--- src/rtl/enc_pkg.sv ---
// Shared definitions for the Enc1 substitution layer: FSM states and the
// 4-bit PRESENT S-box in both directions.
package enc_pkg;

    typedef enum logic [1:0] {
        IDLE = 2'd0,
        BUSY = 2'd1,
        DONE = 2'd2
    } state_t;

    localparam logic [3:0] SBOX_FWD [0:15] = '{
        4'hC, 4'h5, 4'h6, 4'hB, 4'h9, 4'h0, 4'hA, 4'hD,
        4'h3, 4'hE, 4'hF, 4'h8, 4'h4, 4'h7, 4'h1, 4'h2
    };

    localparam logic [3:0] SBOX_INV [0:15] = '{
        4'h5, 4'hE, 4'hF, 4'h8, 4'hC, 4'h1, 4'h2, 4'hD,
        4'hB, 4'h4, 4'h6, 4'h3, 4'h0, 4'h7, 4'h9, 4'hA
    };

    function automatic logic [3:0] sbox4(input logic [3:0] n, input logic inv);
        return inv ? SBOX_INV[n] : SBOX_FWD[n];
    endfunction

endpackage

--- src/rtl/sbox_lane.sv ---
// One combinational S-box lane; direction chosen by inv.
module sbox_lane
    import enc_pkg::*;
(
    input  logic [3:0] x,
    input  logic       inv,
    output logic [3:0] r
);

    assign r = sbox4(x, inv);

endmodule

--- src/rtl/sbox_layer_seq.sv ---
// Sequential S-box layer: substitutes LANES nibbles per cycle over WIDTH/(4*LANES)
// cycles, with valid/ready handshakes on input and output.
module sbox_layer_seq
    import enc_pkg::*;
#(
    parameter int WIDTH = 64,
    parameter int LANES = 4
) (
    input  logic             clk,
    input  logic             rst,
    input  logic             in_valid,
    output logic             in_ready,
    input  logic [WIDTH-1:0] x,
    input  logic             inv,
    output logic             out_valid,
    input  logic             out_ready,
    output logic [WIDTH-1:0] r
);

    localparam int STEPS = WIDTH / (4 * LANES);
    localparam int CW    = (STEPS > 1) ? $clog2(STEPS) : 1;
    localparam int LW    = 4 * LANES;
    localparam logic [CW-1:0] LAST = CW'(STEPS - 1);

    if ((WIDTH % 4) != 0 || ((WIDTH / 4) % LANES) != 0) begin : g_param_chk
        $error("sbox_layer_seq: WIDTH must be a multiple of 4 and LANES must divide WIDTH/4");
    end

    state_t            state, state_nxt;
    logic [CW-1:0]     cnt;
    logic [WIDTH-1:0]  work, work_nxt;
    logic              mode;
    logic [LW-1:0]     lane_in, lane_out;
    int                base;

    always_comb begin
        base     = int'(cnt) * LW;
        lane_in  = work[base +: LW];
        work_nxt = work;
        work_nxt[base +: LW] = lane_out;
    end

    for (genvar i = 0; i < LANES; i++) begin : g_lane
        sbox_lane u_lane (
            .x   (lane_in[i*4 +: 4]),
            .inv (mode),
            .r   (lane_out[i*4 +: 4])
        );
    end

    always_ff @(posedge clk or posedge rst) begin
        if (rst) state <= IDLE;
        else     state <= state_nxt;
    end

    always_comb begin
        state_nxt = state;
        in_ready  = 1'b0;
        out_valid = 1'b0;
        case (state)
            IDLE: begin
                in_ready = 1'b1;
                if (in_valid) state_nxt = BUSY;
            end
            BUSY: begin
                if (cnt == LAST) state_nxt = DONE;
            end
            DONE: begin
                out_valid = 1'b1;
                if (out_ready) state_nxt = IDLE;
            end
            default: state_nxt = IDLE;
        endcase
    end

    // r is loaded once per operation so it holds still while work is rewritten.
    always_ff @(posedge clk or posedge rst) begin
        if (rst) begin
            cnt  <= '0;
            work <= '0;
            mode <= 1'b0;
            r    <= '0;
        end else begin
            case (state)
                IDLE: begin
                    if (in_valid) begin
                        work <= x;
                        mode <= inv;
                        cnt  <= '0;
                    end
                end
                BUSY: begin
                    work <= work_nxt;
                    if (cnt == LAST) begin
                        cnt <= '0;
                        r   <= work_nxt;
                    end else begin
                        cnt <= cnt + 1'b1;
                    end
                end
                default: ;
            endcase
        end
    end

endmodule

--- config.mk ---
export PLATFORM = sky130hd
export DESIGN_NAME = sbox_layer_seq
export DESIGN_NICKNAME = d
export VERILOG_FILES = /design/src/rtl/enc_pkg.sv /design/src/rtl/sbox_lane.sv /design/src/rtl/sbox_layer_seq.sv
export SDC_FILE = /design/constraint.sdc
export NUM_CORES = 1
export LEC_CHECK = 0
export BUFFER_PORTS_ARGS = -buffer_cell sky130_fd_sc_hd__buf_2
export CAP_MARGIN = 20
export CORE_MARGIN = 4
export CORE_UTILIZATION = 35
export DETAILED_ROUTE_END_ITERATION = 10
export PLACE_DENSITY = 0.6
export SKIP_CTS_REPAIR_TIMING = 1
export SYNTH_ARGS = -nofsm -noshare
export SYNTH_HDL_FRONTEND = slang
export SYNTH_HIERARCHICAL = 1
export SYNTH_SLANG_ARGS = --single-unit
export TNS_END_PERCENT = 1
--- constraint.sdc ---
create_clock -name clk -period 7.97 [get_ports clk]
set_input_delay 1.1955 -clock clk [delete_from_list [all_inputs] [get_ports clk]]
set_output_delay 1.1955 -clock clk [all_outputs]
set_load 0.01 [all_outputs]
==> results of run 1 <==
[worst max-delay path, delay by kind of cell, from the launching register on]
kind,cells,cell delay [ns]
AO/OA/AOI/OAI,2,0.26
adder cells (fa/ha/maj),1,0.90
buffers and inverters,3,0.92
flip-flops,1,0.43
AND/OR/NAND/NOR,1,0.97
[kinds of logic (layout without fill, tap and decap cells)]
| family | after synthesis | in the layout | synth area share, % |
|---|---|---|---|
| buffers and inverters | 105 | 200 | 6.33 |
| and+or+nand+nor | 238 | 238 | 15.5 |
| muxes | 38 | 38 | 8.91 |
| AOI/OAI and AO/OA | 295 | 295 | 24.3 |
| DFF | 133 | 133 | 39.9 |
| adders and majority gates | 34 | 34 | 5.10 |
[routing by layer]
metal	wire length, um	vias up	global-route usage (%)
met4	576	0	6.42
met2	13200	339	33.3
li1	-	3355	-
met3	2520	39	4.83
met1	12500	3711	31.1
met5	0	-	0
[state kept, by name (all words and copies together), names as in the netlist]
signal,flops
r,64
cnt,2
mode,1
state,2
work,64
[area by class of cell]
type,instances,area share (%)
well taps,319,4.12
clock inverters,10,1.33
multi-input cells,605,46.5
repair buffers,147,7.96
inverters,22,0.903
flip-flops and latches,133,34.3
clock buffers,21,4.85
[through the flow]
stage	worst slack, ns	area, um2	power [mW]	util [%]	hold WS [ns]
after floorplan	3.22	8340	3.43	-	0.508
after detailed placement	4.45	9100	4.47	38.8	0.512
final	4.40	9700	5.33	41.3	0.519
after global routing	4.19	9700	5.66	41.3	0.536
after global placement	4.57	9090	4.42	38.7	0.508
after CTS	4.45	9700	5.30	41.3	0.525
[Yosys cell counts, types with 7 or more instances]
cell,number
buf_4,7
o21ai_0,23
buf_6,7
clkbuf_1,25
nand2b_1,26
nand3_1,28
nand3b_1,26
a32o_1,16
nor3b_1,12
nor2_1,78
dfrtp_1,133
a221o_1,42
a31oi_1,18
mux4_2,25
inv_1,18
a21oi_1,114
mux2i_1,9
a32oi_1,30
nor2b_1,29
a22oi_1,10
ha_1,34
o22ai_1,13
buf_2,41
nand2_1,24
[power groups by stage]
stage	sequential, mW	clock (mW)	combinational (mW)
floorplan	1.28	0	2.15
finish	1.33	0.818	3.18
global placement	1.33	0	3.10
detailed placement	1.33	0	3.14
global route	1.36	0.857	3.44
CTS	1.32	0.827	3.15
[worst paths after layout]
kind / cells past startpoint / slack [ns] / end / start
setup reg to reg: 7 / 4.40 / r[4] / cnt[0]
max in group asynchronous: 3 / 5.76 / r[3] / rst
min in group asynchronous: 2 / 0.84 / r[32] / rst
hold / removal: 2 / 0.52 / r[52] / r[52]
setup / recovery: 7 / 4.40 / r[4] / cnt[0]
hold reg to reg: 2 / 0.52 / r[52] / r[52]
==> metrics.yaml, run 1 <==
sta:
  finalCritPeriodShare_pct: 44.8
  setup_viol_count_final: 0
  worst_pin_slew_ns: 1.04
  setup_tns_ns: 0
  period_needed_ns: 3.57
  slew_viol_final: 0
  fmax_ghz: 0.280
  skew_ns: 0.0139
  rsz0062_at_grt: "no"
  hold_violations: 0
  relSlewSlack_pct: 30.0
hold_path:
  hp-class: "register to register"
worst_setup_path:
  slowest_delay_ns: 0.97
  required_ns: 8.32
  crit_path_max_fanout: 24
  cp_cell_sequence: "buf_4 > inv_2 > ha_1 > nor4bb_2 > buf_4 > a21oi_1 > a21oi_1"
  cp-start-kind: "register"
  crit_slowest_cell: "nor4bb_2"
  worstSetupEndpointType: "register"
  criticalPathCategory: "register to register"
  cp.arrival_ns: 3.92
detailed_routing:
  wl_per_cell_um: 22.9
  routed_wl_mm: 28.8
  first_pass_iters: 5
  vias: 7444
  drc: 0
  drt_iter0_drc: 699
  postRouteAntennaNets: 0
  vias_per_cell: 5.92
floorplanning:
  coreArea_um2: 23500
  design.die.area_um2: 26400
  fp.dieW_um: 162
  ioPinCount: 135
  num_rows: 56
  start_util_pct: 35.5
  dieHeight_um: 162
grt:
  grt_pass1_vias: 7152
  grt_max_degree: 79
  grt_usage_pct: 21.8
  grt_pass1_wl_mm: 44.2
  antenna_found_initial: 0
  gr-total-overflow: 0
placed_design:
  place_inst: 1226
  port_buffers: 134
  place_hpwl_mm: 20.0
  gp_congestion: 0.939
power:
  switching_power_mw: 2.65
  leakagePower_nw: 4.06
  ir_drop_mv: 0.206
  powerDensity_nw_per_um2: 549
  p_seq_share_pct: 24.9
  p_int_mw: 2.68
  switching_share_pct: 49.7
  combPwrFrac_pct: 59.7
  clkPwrFrac_pct: 15.4
synthesis:
  async_flop_share_pct: 100
  yosysTopAreaCellShare_pct: 39.9
  seq_area_frac_synth_pct: 39.9
  syn_nets: 946
  synth_top_area_cell: "dfrtp_1"
  syn_inst: 843
  syn_area_per_cell_um2: 9.90
  synthTopCellsByArea: "dfrtp_1 (40%), a21oi_1 (6.8%), mux4_2 (6.7%), ha_1 (5.1%), a221o_1 (5.0%)"
  ys_warn_count: 6
  ys_seq_elements: 133
  yosys.cell_types.count: 50
  syn_area_um2: 8340
  synthFlopType: "dfrtp_1"
  synth_edf_count: 0
status:
  outcome: "finished, final reports clean"
cells_and_area:
  final_common_cell: "buf_2"
  multiInputGateArea_um2: 4510
  fill_cells: 2331
  syn_to_final_growth_pct: 16.2
  diodes: 0
  seq_area_um2: 3330
  nNetsFinal: 1029
  instances_no_fill: 1257
  layout_common_cells: "buf_2 (134), dfrtp_1 (133), a21oi_1 (114), nor2_1 (78), a221o_1 (42)"
  drive_above_1_share_pct: 23.2
clock_tree:
  root_buffer: "clkbuf_16"
  cts.sinks: 133
  cts_made_buffers: 17
  clock_latency_ns: 0.43
  ctsHtreeMaxLevel: 4
  cts_tree: "built"
  clkTransAtPathRegs_ns: 0.06
  clk_path_buf_depth: 2
flow_run:
  drv_cap: 0
No activity file was read; power rests on OpenSTA's default activity.
==> run 2: changes to the inputs <==
--- a/config.mk
+++ b/config.mk
@@ -5,12 +5,13 @@
 export SDC_FILE = /design/constraint.sdc
 export NUM_CORES = 1
 export LEC_CHECK = 0
+export ABC_AREA = 1
 export BUFFER_PORTS_ARGS = -buffer_cell sky130_fd_sc_hd__buf_2
 export CAP_MARGIN = 20
 export CORE_MARGIN = 4
 export CORE_UTILIZATION = 35
 export DETAILED_ROUTE_END_ITERATION = 10
-export PLACE_DENSITY = 0.6
+export PLACE_DENSITY = 0.62
 export SKIP_CTS_REPAIR_TIMING = 1
 export SYNTH_ARGS = -nofsm -noshare
 export SYNTH_HDL_FRONTEND = slang
==> constraint.sdc (replaced) <==
create_clock -name clk -period 2.94 [get_ports clk]
set_input_delay 0.441 -clock clk [delete_from_list [all_inputs] [get_ports clk]]
set_output_delay 0.441 -clock clk [all_outputs]
set_load 0.01 [all_outputs]
==> metrics.yaml, run 2 <==
sta:
  worst_pin_slew_ns: 0.831
  fin_ws_ns: 0.121
  fmax_ghz: 0.355
  setup_viol_count_final: 0
  setup_tns_ns: 0
  hold_violations: 0
  relSlewSlack_pct: 44.6
  rsz0062_at_grt: "yes"
  slew_viol_final: 0
  skew_ns: 0.0101
  finalCritPeriodShare_pct: 95.9
  period_needed_ns: 2.82
floorplanning:
  fp.dieW_um: 164
  coreArea_um2: 23800
  ioPinCount: 135
  design.die.area_um2: 27000
  dieHeight_um: 164
  num_rows: 56
  start_util_pct: 36.1
clock_tree:
  ctsHtreeMaxLevel: 4
  cts.sinks: 133
  root_buffer: "clkbuf_16"
  clk_path_buf_depth: 2
  clock_latency_ns: 0.43
  cts_made_buffers: 17
  clkTransAtPathRegs_ns: 0.06
  cts_tree: "built"
placed_design:
  dpl_worst_slack_ns: -0.0411
  place_inst: 1762
  gp_congestion: 1.02
  place_hpwl_mm: 23.6
  port_buffers: 134
synthesis:
  seq_area_frac_synth_pct: 38.8
  synth_top_area_cell: "dfrtp_1"
  syn_area_um2: 8570
  async_flop_share_pct: 100
  synthFlopType: "dfrtp_1"
  synthTopCellsByArea: "dfrtp_1 (39%), nand2_1 (26%), nand3_1 (9.3%), o21ai_0 (5.3%), ha_1 (5.0%)"
  synth_common_cells: "nand2_1 (597), nand3_1 (160), dfrtp_1 (133)"
  yosysTopAreaCellShare_pct: 38.8
  syn_nets: 1398
  yosysMostFrequentCell: "nand2_1"
  ys_warn_count: 6
  syn_area_per_cell_um2: 6.62
  syn_inst: 1295
  synth_edf_count: 0
  ys_seq_elements: 133
  yosys.cell_types.count: 27
detailed_routing:
  vias: 9310
  drt_iter0_drc: 1069
  postRouteAntennaNets: 0
  vias_per_cell: 5.19
  routed_wl_mm: 31.9
  drc: 0
  wl_per_cell_um: 17.8
  first_pass_iters: 6
power:
  power_mw: 15.4
  ir_drop_mv: 0.514
  powerDensity_nw_per_um2: 1450
  leakagePower_nw: 5.77
grt:
  gr-total-overflow: 0
  antenna_found_initial: 1
  grt_max_degree: 71
  grt_pass1_wl_mm: 49.3
  grt_pass1_vias: 8697
  grt_usage_pct: 23.5
worst_setup_path:
  worstSetupEndpointType: "register"
  required_ns: 3.30
  cp-start-kind: "register"
  crit_path_max_fanout: 13
  reg2regPathDepth: 18
  cp.arrival_ns: 3.18
  r2r-start: "cnt[0]"
  criticalPathCategory: "register to register"
  startpoint: "cnt[0]"
cells_and_area:
  final_common_cell: "nand2_1"
  instances_no_fill: 1793
  nNetsFinal: 1565
  diodes: 0
  layout_common_cells: "nand2_1 (590), nand3_1 (158), buf_2 (134), dfrtp_1 (133), o21ai_0 (77)"
  syn_to_final_growth_pct: 24.5
  postLayoutCoreUtil_pct: 44.9
  drive_above_1_share_pct: 19.6
  largestRegisters: "r: 64 flops, work: 64 flops"
flow_run:
  drv_cap: 0
status:
  outcome: "finished, final reports clean"
hold_path:
  hp-class: "input pin to async pin"
-- run 2: power breakdown --
part           switching (mW)  internal (mW)
clock network           0.885           1.35
registers               0.692           2.54
logic                    6.46           3.50
-- run 2: worst paths after layout --
path	endpoint	slack, ns
max reg2reg	r[52]	0.12
min	r[56]	0.14
min reg2reg	r[43]	0.47
max	r[52]	0.12
min in group clk	state[1]	0.19
max in group asynchronous	work[7]	2.04
-- run 2: kinds of logic (layout without fill, tap and decap cells) --
group / after synthesis / count (layout) / synth area share [%]
buffers and inverters: 151 / 330 / 7.80
and+or+nand+nor: 846 / 846 / 40.0
AOI/OAI and AO/OA: 131 / 131 / 8.40
DFF: 133 / 133 / 38.8
adders and majority gates: 34 / 34 / 4.97
-- run 2: per-layer routing --
metal  wire (um)  GRT usage (%)  vias up
li1            -              -     4451
met1       14500           35.0     4354
met2       13600           33.8      445
met3        2980           5.27       58
met4         830           7.75        2
met5          13              0        -
-- run 2: area by class of cell --
class                           count  area [um2]
Clock buffer                       19         443
Clock inverter                     12         154
Fill cell                        2475       13100
Inverter                           84         319
Multi-Input combinational cell   1011        4650
Sequential cell                   133        3330
Tap cell                          319         399
Timing Repair Buffer              215        1370
-- run 2: worst max-delay path: stages, from the launching register on --
cell	delay, ns
dfrtp_1	0.42
inv_1	0.11
buf_6	0.17
buf_6	0.17
nor2_1	0.09
o22ai_2	0.21
inv_1	0.11
ha_1	0.35
inv_1	0.09
nand2_1	0.10
nand3_1	0.09
nand3_1	0.08
nand2_1	0.10
nand2_1	0.11
nor2_2	0.15
nand2_1	0.14
nand2_1	0.12
nand2_1	0.07
nand2_1	0.08
-- run 2: per-stage QoR --
step	hold WS, ns	area (um2)
after global routing	0.203	10700
after floorplan	0.466	8570
final	0.144	10700
after CTS	0.182	10600
after global placement	0.457	9990
after detailed placement	0.460	9990
==> run 3: changes to the inputs <==
--- a/config.mk
+++ b/config.mk
@@ -12,6 +12,7 @@
 export CORE_UTILIZATION = 35
 export DETAILED_ROUTE_END_ITERATION = 10
 export PLACE_DENSITY = 0.62
+export REMOVE_ABC_BUFFERS = 1
 export SKIP_CTS_REPAIR_TIMING = 1
 export SYNTH_ARGS = -nofsm -noshare
 export SYNTH_HDL_FRONTEND = slang
==> metrics.yaml, run 3 (synthesis results as in run 2) <==
floorplanning:
  fp.dieW_um: 164
  ioPinCount: 135
  start_util_pct: 36.1
  dieHeight_um: 164
  coreArea_um2: 23800
  num_rows: 56
  design.die.area_um2: 27000
placed_design:
  dpl_worst_slack_ns: 0.183
  port_buffers: 134
  place_inst: 1723
  place_hpwl_mm: 20.2
  gp_congestion: 0.872
grt:
  grt_usage_pct: 22.2
  gr-total-overflow: 0
  grt_max_degree: 71
  antenna_found_initial: 0
  grt_pass1_vias: 8593
  grt_pass1_wl_mm: 46.7
detailed_routing:
  wl_per_cell_um: 16.8
  drt_iter0_drc: 742
  drc: 0
  vias_per_cell: 5.14
  vias: 9022
  postRouteAntennaNets: 0
  first_pass_iters: 6
  routed_wl_mm: 29.5
worst_setup_path:
  worstSetupEndpointType: "register"
  required_ns: 3.31
  cp.arrival_ns: 3.04
  reg2reg_slack_ns: 0.27
  cp-start-kind: "register"
  criticalPathCategory: "register to register"
  crit_path_max_fanout: 20
cells_and_area:
  fill_cells: 2545
  final_common_cell: "nand2_1"
  instances_no_fill: 1754
  largestRegisters: "r: 64 flops, work: 64 flops"
  postLayoutCoreUtil_pct: 43.3
  drive_above_1_share_pct: 16.1
  syn_to_final_growth_pct: 20.1
  layout_common_cells: "nand2_1 (597), nand3_1 (160), buf_2 (134), dfrtp_1 (133), o21ai_0 (87)"
  nNetsFinal: 1526
  diodes: 0
sta:
  setup_viol_count_final: 0
  worst_pin_slew_ns: 1.05
  rsz0062_at_grt: "yes"
  slew_viol_final: 0
  fin_ws_ns: 0.267
  relSlewSlack_pct: 30.0
  period_needed_ns: 2.67
  fmax_ghz: 0.374
  setup_tns_ns: 0
  finalCritPeriodShare_pct: 90.9
  skew_ns: 0.0134
  hold_violations: 0
flow_run:
  drv_cap: 0
clock_tree:
  clk_path_buf_depth: 2
  ctsHtreeMaxLevel: 4
  cts_tree: "built"
  cts_made_buffers: 17
  clkTransAtPathRegs_ns: 0.06
  root_buffer: "clkbuf_16"
  clock_latency_ns: 0.43
  cts.sinks: 133
power:
  power_mw: 14.1
  powerDensity_nw_per_um2: 1370
  ir_drop_mv: 0.491
  leakagePower_nw: 5.57
hold_path:
  hp-class: "input pin to async pin"
status:
  outcome: "finished, final reports clean"
-- run 3: changes by cell type in the layout (fill, tap and decap cells not counted), moves of 3 or more --
| cell | change |
|---|---|
| buf_12 | -3 |
| buf_4 | -35 |
| nand2_1 | +7 |
| nand2_2 | -7 |
| nor2_1 | +3 |
| nor2_2 | -3 |
| o21ai_0 | +10 |
| o21ai_1 | -8 |
| o22ai_1 | +4 |
| o22ai_2 | -4 |
-- run 3: path summary, 6_finish.rpt --
| path | from | to | cells past startpoint |
|---|---|---|---|
| worst min-delay path | rst | r[18] | 2 |
| worst max register to register | cnt[1] | r[54] | 14 |
| worst max-delay path | cnt[1] | r[54] | 14 |
| min in group clk | out_ready | state[1] | 2 |
| worst min register to register | r[3] | r[3] | 2 |
| max in group asynchronous | rst | r[24] | 3 |
-- run 3: critical path: stages (launching register included) --
cell	delay [ns]
dfrtp_1	0.35
buf_4	0.26
o21ai_0	0.13
o22ai_1	0.28
inv_1	0.13
ha_1	0.37
inv_1	0.09
nand2_1	0.11
nand3_1	0.11
nand3_1	0.06
nand2_1	0.18
nand2_1	0.08
o21ai_0	0.24
nand2_1	0.14
nand2_1	0.08
-- run 3: power breakdown --
group	switching [mW]	internal (mW)
Combinational	5.78	2.87
Clock	0.853	1.44
Sequential	0.572	2.54
Total	7.21	6.85
-- run 3: final cells by class --
| type | count | area (um2) | area share [%] |
|---|---|---|---|
| Clock inverter | 12 | 179 | 1.74 |
| Inverter | 84 | 320 | 3.11 |
| Sequential cell | 133 | 3330 | 32.4 |
| Clock buffer | 19 | 443 | 4.31 |
| Multi-Input combinational cell | 1011 | 4580 | 44.5 |
| Timing Repair Buffer | 176 | 1040 | 10.1 |
| Tap cell | 319 | 399 | 3.88 |
-- run 3: metrics by stage --
step	cell area [um2]	hold slack, ns
finish	10300	0.103
global route	10300	0.132
CTS	10300	0.137
detailed placement	9660	0.460
global placement	9640	0.458
floorplan	8210	0.466
-- run 3: routing by layer --
layer / vias up / wire length, um / track usage (%)
li1: 4374 / - / -
met1: 4230 / 13200 / 31.4
met2: 372 / 13300 / 34.8
met3: 46 / 2380 / 4.34
met4: 0 / 595 / 6.09
met5: - / 0 / 0
